<file path="src/rtl/pia_irq_channel.sv">
// pia_irq_channel: one PIA side's Cx1/Cx2 edge detection, IRQx1/IRQx2 flags, read-clear lock and Cx2 output sequencing
//   in : clk, nreset (async active-low), cr[5:0], readp (data register read), deselect (end of access), cx1, cx2_in
//   out: irq1/irq2 (CR bits 7/6), nirq (active-low request), cx2_out, cx2_oe
module pia_irq_channel #(
  parameter int SYNC_STAGES  = 2,
  parameter int PULSE_CYCLES = 1
) (
  input  logic       clk,
  input  logic       nreset,
  input  logic [5:0] cr,
  input  logic       readp,
  input  logic       deselect,
  input  logic       cx1,
  input  logic       cx2_in,
  output logic       irq1,
  output logic       irq2,
  output logic       nirq,
  output logic       cx2_out,
  output logic       cx2_oe
);
  typedef enum logic {READY, LOCKED} lock_t;
  typedef enum logic [1:0] {IDLE, HS_LOW, PULSE} cx2_t;
  logic [SYNC_STAGES-1:0] s1, s2;
  logic                   p1, p2, armed, act1, act2, clr, hs, pm, nxt_out;
  logic [2:0]             arm;
  logic [3:0]             pcnt, nxt_pcnt;
  lock_t                  lock;
  cx2_t                   st, nxt_st;
  logic                   unused_cr2;
  assign unused_cr2 = cr[2];
  // pins already high at reset release would look like rising edges until the chain and previous sample fill
  assign armed = arm == 3'(SYNC_STAGES + 1);
  assign act1  = armed & (s1[SYNC_STAGES-1] ^ p1) & (cr[1] ? s1[SYNC_STAGES-1] : ~s1[SYNC_STAGES-1]);
  assign act2  = armed & ~cr[5] & (s2[SYNC_STAGES-1] ^ p2) & (cr[4] ? s2[SYNC_STAGES-1] : ~s2[SYNC_STAGES-1]);
  assign clr   = lock == READY & readp;
  assign nirq  = ~((irq1 & cr[0]) | (irq2 & cr[3] & ~cr[5]));
  assign cx2_oe = cr[5];
  assign hs = cr[5:3] == 3'b100;
  assign pm = cr[5:3] == 3'b101;
  // leaving a mode is implicit: HS_LOW/PULSE are only held while their own mode is selected
  always_comb begin
    nxt_st   = hs ? ((clr || (st == HS_LOW && !act1)) ? HS_LOW : IDLE)
             : pm ? ((clr || (st == PULSE && pcnt != 4'd0)) ? PULSE : IDLE)
             : IDLE;
    nxt_pcnt = (pm && clr) ? 4'(PULSE_CYCLES - 1) : (pm && st == PULSE && pcnt != 4'd0) ? pcnt - 4'd1 : 4'd0;
    nxt_out  = !cr[5] ? 1'b1 : cr[4] ? cr[3] : nxt_st == IDLE;
  end
  always_ff @(posedge clk or negedge nreset) begin
    if (!nreset) begin
      s1      <= '0;
      s2      <= '0;
      p1      <= 1'b0;
      p2      <= 1'b0;
      arm     <= 3'd0;
      lock    <= READY;
      irq1    <= 1'b0;
      irq2    <= 1'b0;
      st      <= IDLE;
      pcnt    <= 4'd0;
      cx2_out <= 1'b1;
    end else begin
      s1      <= {s1[SYNC_STAGES-2:0], cx1};
      s2      <= {s2[SYNC_STAGES-2:0], cx2_in};
      p1      <= s1[SYNC_STAGES-1];
      p2      <= s2[SYNC_STAGES-1];
      arm     <= armed ? arm : arm + 3'd1;
      lock    <= lock == READY ? (readp ? LOCKED : READY) : (deselect ? READY : LOCKED);
      // an edge in the same cycle as a clear leaves its flag set
      irq1    <= act1 | (irq1 & ~clr);
      irq2    <= ~cr[5] & (act2 | (irq2 & ~clr));
      st      <= nxt_st;
      pcnt    <= nxt_pcnt;
      cx2_out <= nxt_out;
    end
  end
endmodule

</file>
<file path="config.mk">
export PLATFORM = sky130hd
export DESIGN_NAME = pia_irq_channel
export DESIGN_NICKNAME = d
export VERILOG_FILES = /design/src/rtl/pia_irq_channel.sv
export SDC_FILE = /design/constraint.sdc
export NUM_CORES = 1
export LEC_CHECK = 0
export CORE_MARGIN = 8
export CORE_UTILIZATION = 46
export CTS_BUF_LIST = sky130_fd_sc_hd__clkbuf_4
export CTS_CLUSTER_DIAMETER = 80
export DETAILED_ROUTE_END_ITERATION = 7
export GPL_TIMING_DRIVEN = 0
export PLACE_DENSITY = 0.85
export SETUP_SLACK_MARGIN = 0.05
export SYNTH_ARGS = -nofsm -noshare
export SYNTH_HDL_FRONTEND = slang
export SYNTH_SLANG_ARGS = --single-unit
export TNS_END_PERCENT = 10
</file>
<file path="constraint.sdc">
create_clock -name clk -period 2 [get_ports clk]
set_input_delay 0.4 -clock clk [delete_from_list [all_inputs] [get_ports clk]]
set_output_delay 0.4 -clock clk [all_outputs]
set_load 0.02 [all_outputs]
</file>
Word-level counts from Yosys, hierarchy flattened
Cells that the tools add are included.
{"block": "classes", "reduce_logical": 10, "mux": 13, "addsub": 2, "eq_ne": 5, "bitwise": 23}
{"op": "AND 1 bit", "n": 12}
{"op": "two-way mux 1 bit", "n": 8}
{"op": "two-way mux 4 bit", "n": 2}
{"op": "equality test 3 bit, second input constant", "n": 2}
{"op": "two-way mux 2 bit", "n": 3}
{"op": "inverter 1 bit", "n": 6}
{"op": "logical AND 1 bit", "n": 5}
{"op": "nonzero test 4 bit", "n": 1}
{"op": "subtractor 4 x 1 -> 4 bit, second input constant", "n": 1}
{"op": "adder 3 x 1 -> 3 bit, second input constant", "n": 1}
{"op": "equality test 3 x 2 -> 1 bit, second input constant", "n": 1}
{"op": "bitwise OR 1 bit", "n": 3}
{"op": "equality test 2 x 1 -> 1 bit, second input constant", "n": 1}
{"op": "equality test 2 bit, second input constant", "n": 1}
{"op": "logical NOT 2 bit", "n": 1}
{"op": "logical OR 1 bit", "n": 2}
{"op": "XOR 1 bit", "n": 2}
{"op": "logical NOT 1 bit", "n": 1}
{"block": "word_totals", "out_inout_bits": 5, "regBits": 19, "word_cells": 64, "in_bits": 12}

Logic depth before layout (Yosys ltp)
{"block": "logic_depth", "depth_word": 11, "depth_mapped": 7, "mapped_depth_nobuf": 6}

Least setup slack after synthesis
Ideal clock, no wire load.
{"block": "synth_timing", "path_type": "reg-to-reg", "start": "reg arm[0]", "end": "reg cx2_out", "required_ns": 1.908, "path_stages_with_launch": 8, "path_slack_ns": 0.026, "period_less_slack_ns": 1.974, "setup_ns": 0.092, "t_arrival_ns": 1.882, "path_buffers": 1, "cell_sequence": "dfrtp_1 > ha_1 > ha_1 > buf_6 > and4bb_1 > a311o_1 > a2111oi_4 > o311ai_1"}
{"block": "synth_via", "elab_chain_cells": 11}
{"item": "start, declared", "line_no": "25", "rtl": "logic [2:0] arm;"}
{"item": "start signal, assigned", "line_no": "66", "rtl": "arm <= armed ? arm : arm + 3'd1;"}
{"item": "equality test 3 x 2 -> 1 bit", "line_no": "32", "rtl": "assign armed = arm == 3'(SYNC_STAGES + 1);"}
{"item": "AND 1 bit (2 in a row)", "line_no": "33", "rtl": "assign act1 = armed & (s1[SYNC_STAGES-1] ^ p1) & (cr[1] ? s1[SYNC_STAGES-1] : ~s1[SYNC_STAGES-1]);"}
{"item": "logical NOT 1 bit", "line_no": "42", "rtl": "nxt_st = hs ? ((clr || (st == HS_LOW && !act1)) ? HS_LOW : IDLE)"}
{"item": "logical AND 1 bit", "line_no": "42"}
{"item": "logical OR 1 bit", "line_no": "42"}
{"item": "two-way mux 1 bit", "line_no": "42"}
{"item": "two-way mux 2 bit", "line_no": "42"}
{"item": "named net nxt_st[0]", "line_no": "28", "rtl": "cx2_t st, nxt_st;"}
{"item": "logical NOT 2 bit", "line_no": "46", "rtl": "nxt_out = !cr[5] ? 1'b1 : cr[4] ? cr[3] : nxt_st == IDLE;"}
{"item": "two-way mux 1 bit (2 in a row)", "line_no": "46"}
{"item": "named net nxt_out", "line_no": "24", "rtl": "logic p1, p2, armed, act1, act2, clr, hs, pm, nxt_out;"}
{"item": "end signal, assigned", "line_no": "73", "rtl": "cx2_out <= nxt_out;"}
{"item": "end, declared", "line_no": "18", "rtl": "output logic cx2_out,"}
The timed path passes the listed nets, and every way through them passes these cells.
A chain may end at the register's enable or synchronous reset.

Worst setup path after layout
{"block": "layout_timing", "start": "reg arm[0]", "end": "reg st[0]"}
{"block": "layout_via", "elab_chain_cells": 8}
{"item": "equality test 3 x 2 -> 1 bit", "line_no": "32"}
{"item": "AND 1 bit (2 in a row)", "line_no": "33"}
{"item": "logical NOT 1 bit", "line_no": "42"}
{"item": "logical AND 1 bit", "line_no": "42"}
{"item": "logical OR 1 bit", "line_no": "42"}
{"item": "two-way mux 1 bit", "line_no": "42"}
{"item": "two-way mux 2 bit", "line_no": "42"}
{"item": "named net nxt_st[0]", "line_no": "28"}
{"item": "end signal, assigned", "line_no": "71", "rtl": "st <= nxt_st;"}
{"item": "end, declared", "line_no": "28"}
The timed path passes the listed nets, and every way through them passes these cells.

==> impl_metrics.json <==
{
  "io_buffer_count": 15,
  "ys_async_sr_fraction_pct": 100,
  "timing.critical_path.cells": "ha_2 -> ha_4 -> and4bb_1 -> a311o_1 -> a2111oi_4 -> buf_4",
  "sw_frac_of_total_pct": 24.2,
  "die_w_um": 57.5,
  "cpLargestDelayFamily": "compound AO/OA/AOI/OAI gates",
  "synth_sequential_area_ratio_pct": 60.2,
  "crit_buf_inv": 1,
  "worst_setup_hold_path_clk_slew_ps": 100,
  "core_area_um2": 1670,
  "ff_latch_area_um2": 477,
  "required_time_of_the_critical_path_ps": 2240,
  "ios": 17,
  "syn_avg_cell_area_um2": 12.4,
  "dr_total_vias": 539,
  "synth.lib_cells_used.distinct": 26,
  "synth-seq-cells": 19,
  "clock_latency_ps": 290,
  "clock.fmax_mhz": 511,
  "synth_fp_nets": 79,
  "tritoncts.num_buffers": 3,
  "globalRouteTotalUtil_pct": 8.85,
  "yosysMostFrequentCell": "sky130_fd_sc_hd__dfrtp_1",
  "max_cap_violations": 0,
  "cts.sinks": 19,
  "timing.final.crit_period_ps": 1960,
  "seqPwrFrac_pct": 59.7,
  "comb_power_share_pct": 13.4,
  "yosys_most_used_dff": "sky130_fd_sc_hd__dfrtp_1",
  "max-slew-margin-rel_pct": 47.6,
  "rsz0062_at_grt": "true",
  "grt_pass1_vias": 581,
  "area.growth.synth_to_final_pct": 28.8,
  "switchingPower_mw": 0.166,
  "worstSetupPathType": "register to register",
  "die_height_um": 57.5,
  "power.internal_mw": 0.522,
  "power.static_leakage_nw": 0.457,
  "timing.critical_path.from_type": "register",
  "place_congestion": 0.798,
  "nNetsFinal": 100,
  "finalCritPeriodShare_pct": 97.8,
  "report.final.setup_viol": 0,
  "synth.area.top_cells": "sky130_fd_sc_hd__dfrtp_1 (57%), sky130_fd_sc_hd__ha_1 (4.7%), sky130_fd_sc_hd__a2111oi_4 (3.5%), sky130_fd_sc_hd__dfstp_2 (3.3%), sky130_fd_sc_hd__inv_1 (3.3%)",
  "number_of_enable_flip_flop_cells_after_synthesis": 0,
  "synth.top_cells.by_count": "sky130_fd_sc_hd__dfrtp_1 (18), sky130_fd_sc_hd__inv_1 (7), sky130_fd_sc_hd__nand2_1 (6), sky130_fd_sc_hd__nor2_1 (5)",
  "largest_driver_fanout_on_the_critical_path": 7,
  "drt_drc_violations_left": 0,
  "synth.cell_area_um2": 792,
  "clockRootBuffer": "sky130_fd_sc_hd__clkbuf_4",
  "timing.critical_path.to_type": "register",
  "filler_cell_count": 135,
  "initialDrtViolationCount": 7,
  "grt.overflow.total": 0,
  "estimated_wirelength_of_the_detail_placed_design_um": 1070,
  "cts-htree-levels": 1,
  "area_of_the_die_um2": 3310,
  "final_area_um2": 1020,
  "final_antenna_net_count": 0,
  "antenna_cells": 0,
  "design_power_mw": 0.688,
  "hold_path.class": "register to register",
  "avgRoutedWirePerCell_um": 13.6,
  "multiInputGateArea_um2": 293,
  "cp_data_arrival_time_ps": 2200,
  "max-clock-path-buffers": 2,
  "final_hold_violation_count": 0,
  "cp_slowest_cell": "sky130_fd_sc_hd__dfrtp_1",
  "final-max-slew-violation-count": 0,
  "power_frac_clock_pct": 26.8,
  "timing_worst_slew_pin_value_ps": 783,
  "initial_core_util_pct": 47.4,
  "holdBufCountCts": 0,
  "status": "finished clean",
  "yosys.area.top_type": "sky130_fd_sc_hd__dfrtp_1",
  "core.rowCount": 15,
  "critPathMaxStageDelay_ps": 400,
  "vdd.ir_drop.worst_mv": 0.520,
  "maximum_number_of_pins_on_one_net_before_global_route_repair": 20,
  "power_density_nw_per_um2": 675,
  "clock_tree_from_tritoncts": "yes",
  "placedInstanceArea_um2": 963,
  "netlist_instances": 64,
  "wire_length_of_the_first_global_routing_pass_um": 2310,
  "wirelength_um": 1370,
  "fin_worst_skew_ps": 3.41,
  "proportion_of_layout_cells_with_a_drive_suffix_above_1_pct": 15.5,
  "detail_route.first_pass.iterations": 4,
  "antenna_found_initial": 0,
  "synth_top_cell_area_share_pct": 56.9,
  "route.detailed.vias_per_inst": 5.34,
  "ys_warn_count": 0,
  "timing.setup.tns_ps": 0
}
## final cells by class
type | instances | share of cell area (%)
Clock inverter | 1 | 0.491
Tap cell | 17 | 2.09
Sequential cell | 19 | 46.7
Buffer | 1 | 0.736
Inverter | 7 | 2.58
Multi-Input combinational cell | 36 | 28.7
Timing Repair Buffer | 17 | 16.4
Clock buffer | 3 | 2.21
## cells in the final DEF, fill, tap and decap left out, types with 2 or more instances in the layout
cell / netlist / routed
sky130_fd_sc_hd__a21oi_1: 2 / 2
sky130_fd_sc_hd__buf_4: 1 / 3
sky130_fd_sc_hd__clkbuf_4: 0 / 3
sky130_fd_sc_hd__clkdlybuf4s50_1: 0 / 12
sky130_fd_sc_hd__dfrtp_1: 18 / 18
sky130_fd_sc_hd__inv_1: 7 / 7
sky130_fd_sc_hd__nand2_1: 6 / 6
sky130_fd_sc_hd__nor2_1: 5 / 5
sky130_fd_sc_hd__xnor2_1: 3 / 3
## power by group through the flow
stage | registers (mW) | logic [mW] | clock network [mW]
floorplan | 0.424 | 0.0299 | 0
global placement | 0.417 | 0.0919 | 0
detailed placement | 0.418 | 0.0930 | 0
CTS | 0.411 | 0.0921 | 0.192
global route | 0.414 | 0.102 | 0.207
finish | 0.411 | 0.0925 | 0.185
## routing by layer
layer	track usage, %	part of all wire, %
met1	9.31	46
met2	14.6	46
met3	3.36	6.3
met4	5.36	2.0
met5	0	0
## per-stage QoR
stage | hold slack [ps] | instances | worst slack (ps) | util (%)
2_1_floorplan | 104 | 64 | 72.8 | -
3_3_place_gp | 338 | 96 | -283 | 57.7
3_5_place_dp | 343 | 96 | -271 | 57.7
4_1_cts | 366 | 100 | 16.4 | 59.3
5_1_grt | 378 | 101 | -22.2 | 61.0
6_report | 366 | 101 | 43.1 | 61.0
## kinds of logic after synthesis
logic type / after synthesis / synth area share, %
flops: 19 / 60.2
simple gates: 18 / 12.0
compound gates: 10 / 11.4
buf+inv: 9 / 5.69
xor+xnor: 3 / 3.32
fa+ha+maj: 3 / 4.74
mux: 2 / 2.69
## worst paths after layout
path	startpoint	to	slack, ps	cells after the start
worst min register to register	s1[0]$_DFF_PN0_	s1[1]$_DFF_PN0_	370	0
worst min-delay path	s1[0]$_DFF_PN0_	s1[1]$_DFF_PN0_	370	0
max in group asynchronous	nreset	irq1$_DFF_PN0_	960	1
min in group asynchronous	nreset	pcnt[2]$_DFF_PN0_	560	1
worst max-delay path	arm[0]$_DFFE_PN0P_	st[0]$_DFF_PN0_	40	6
worst max register to register	arm[0]$_DFFE_PN0P_	st[0]$_DFF_PN0_	40	6
## what timing repair did
| item | CTS | global route |
|---|---|---|
| setup endpoints to repair | 3 | 2 |
| gates resized for setup | 5 | 5 |
| pin swaps | 2 | 3 |
| setup buffers | 0 | 2 |
| endpoints found under the hold margin | 0 | 0 |
## flip-flops by register name, summed over array words and instances (netlist names)
register  count
arm           3
cx2_out       1
irq1          1
irq2          1
lock          1
p1            1
p2            1
pcnt          4
s1            2
s2            2
st            2
Note: power is estimated with default switching activity, not from simulation.
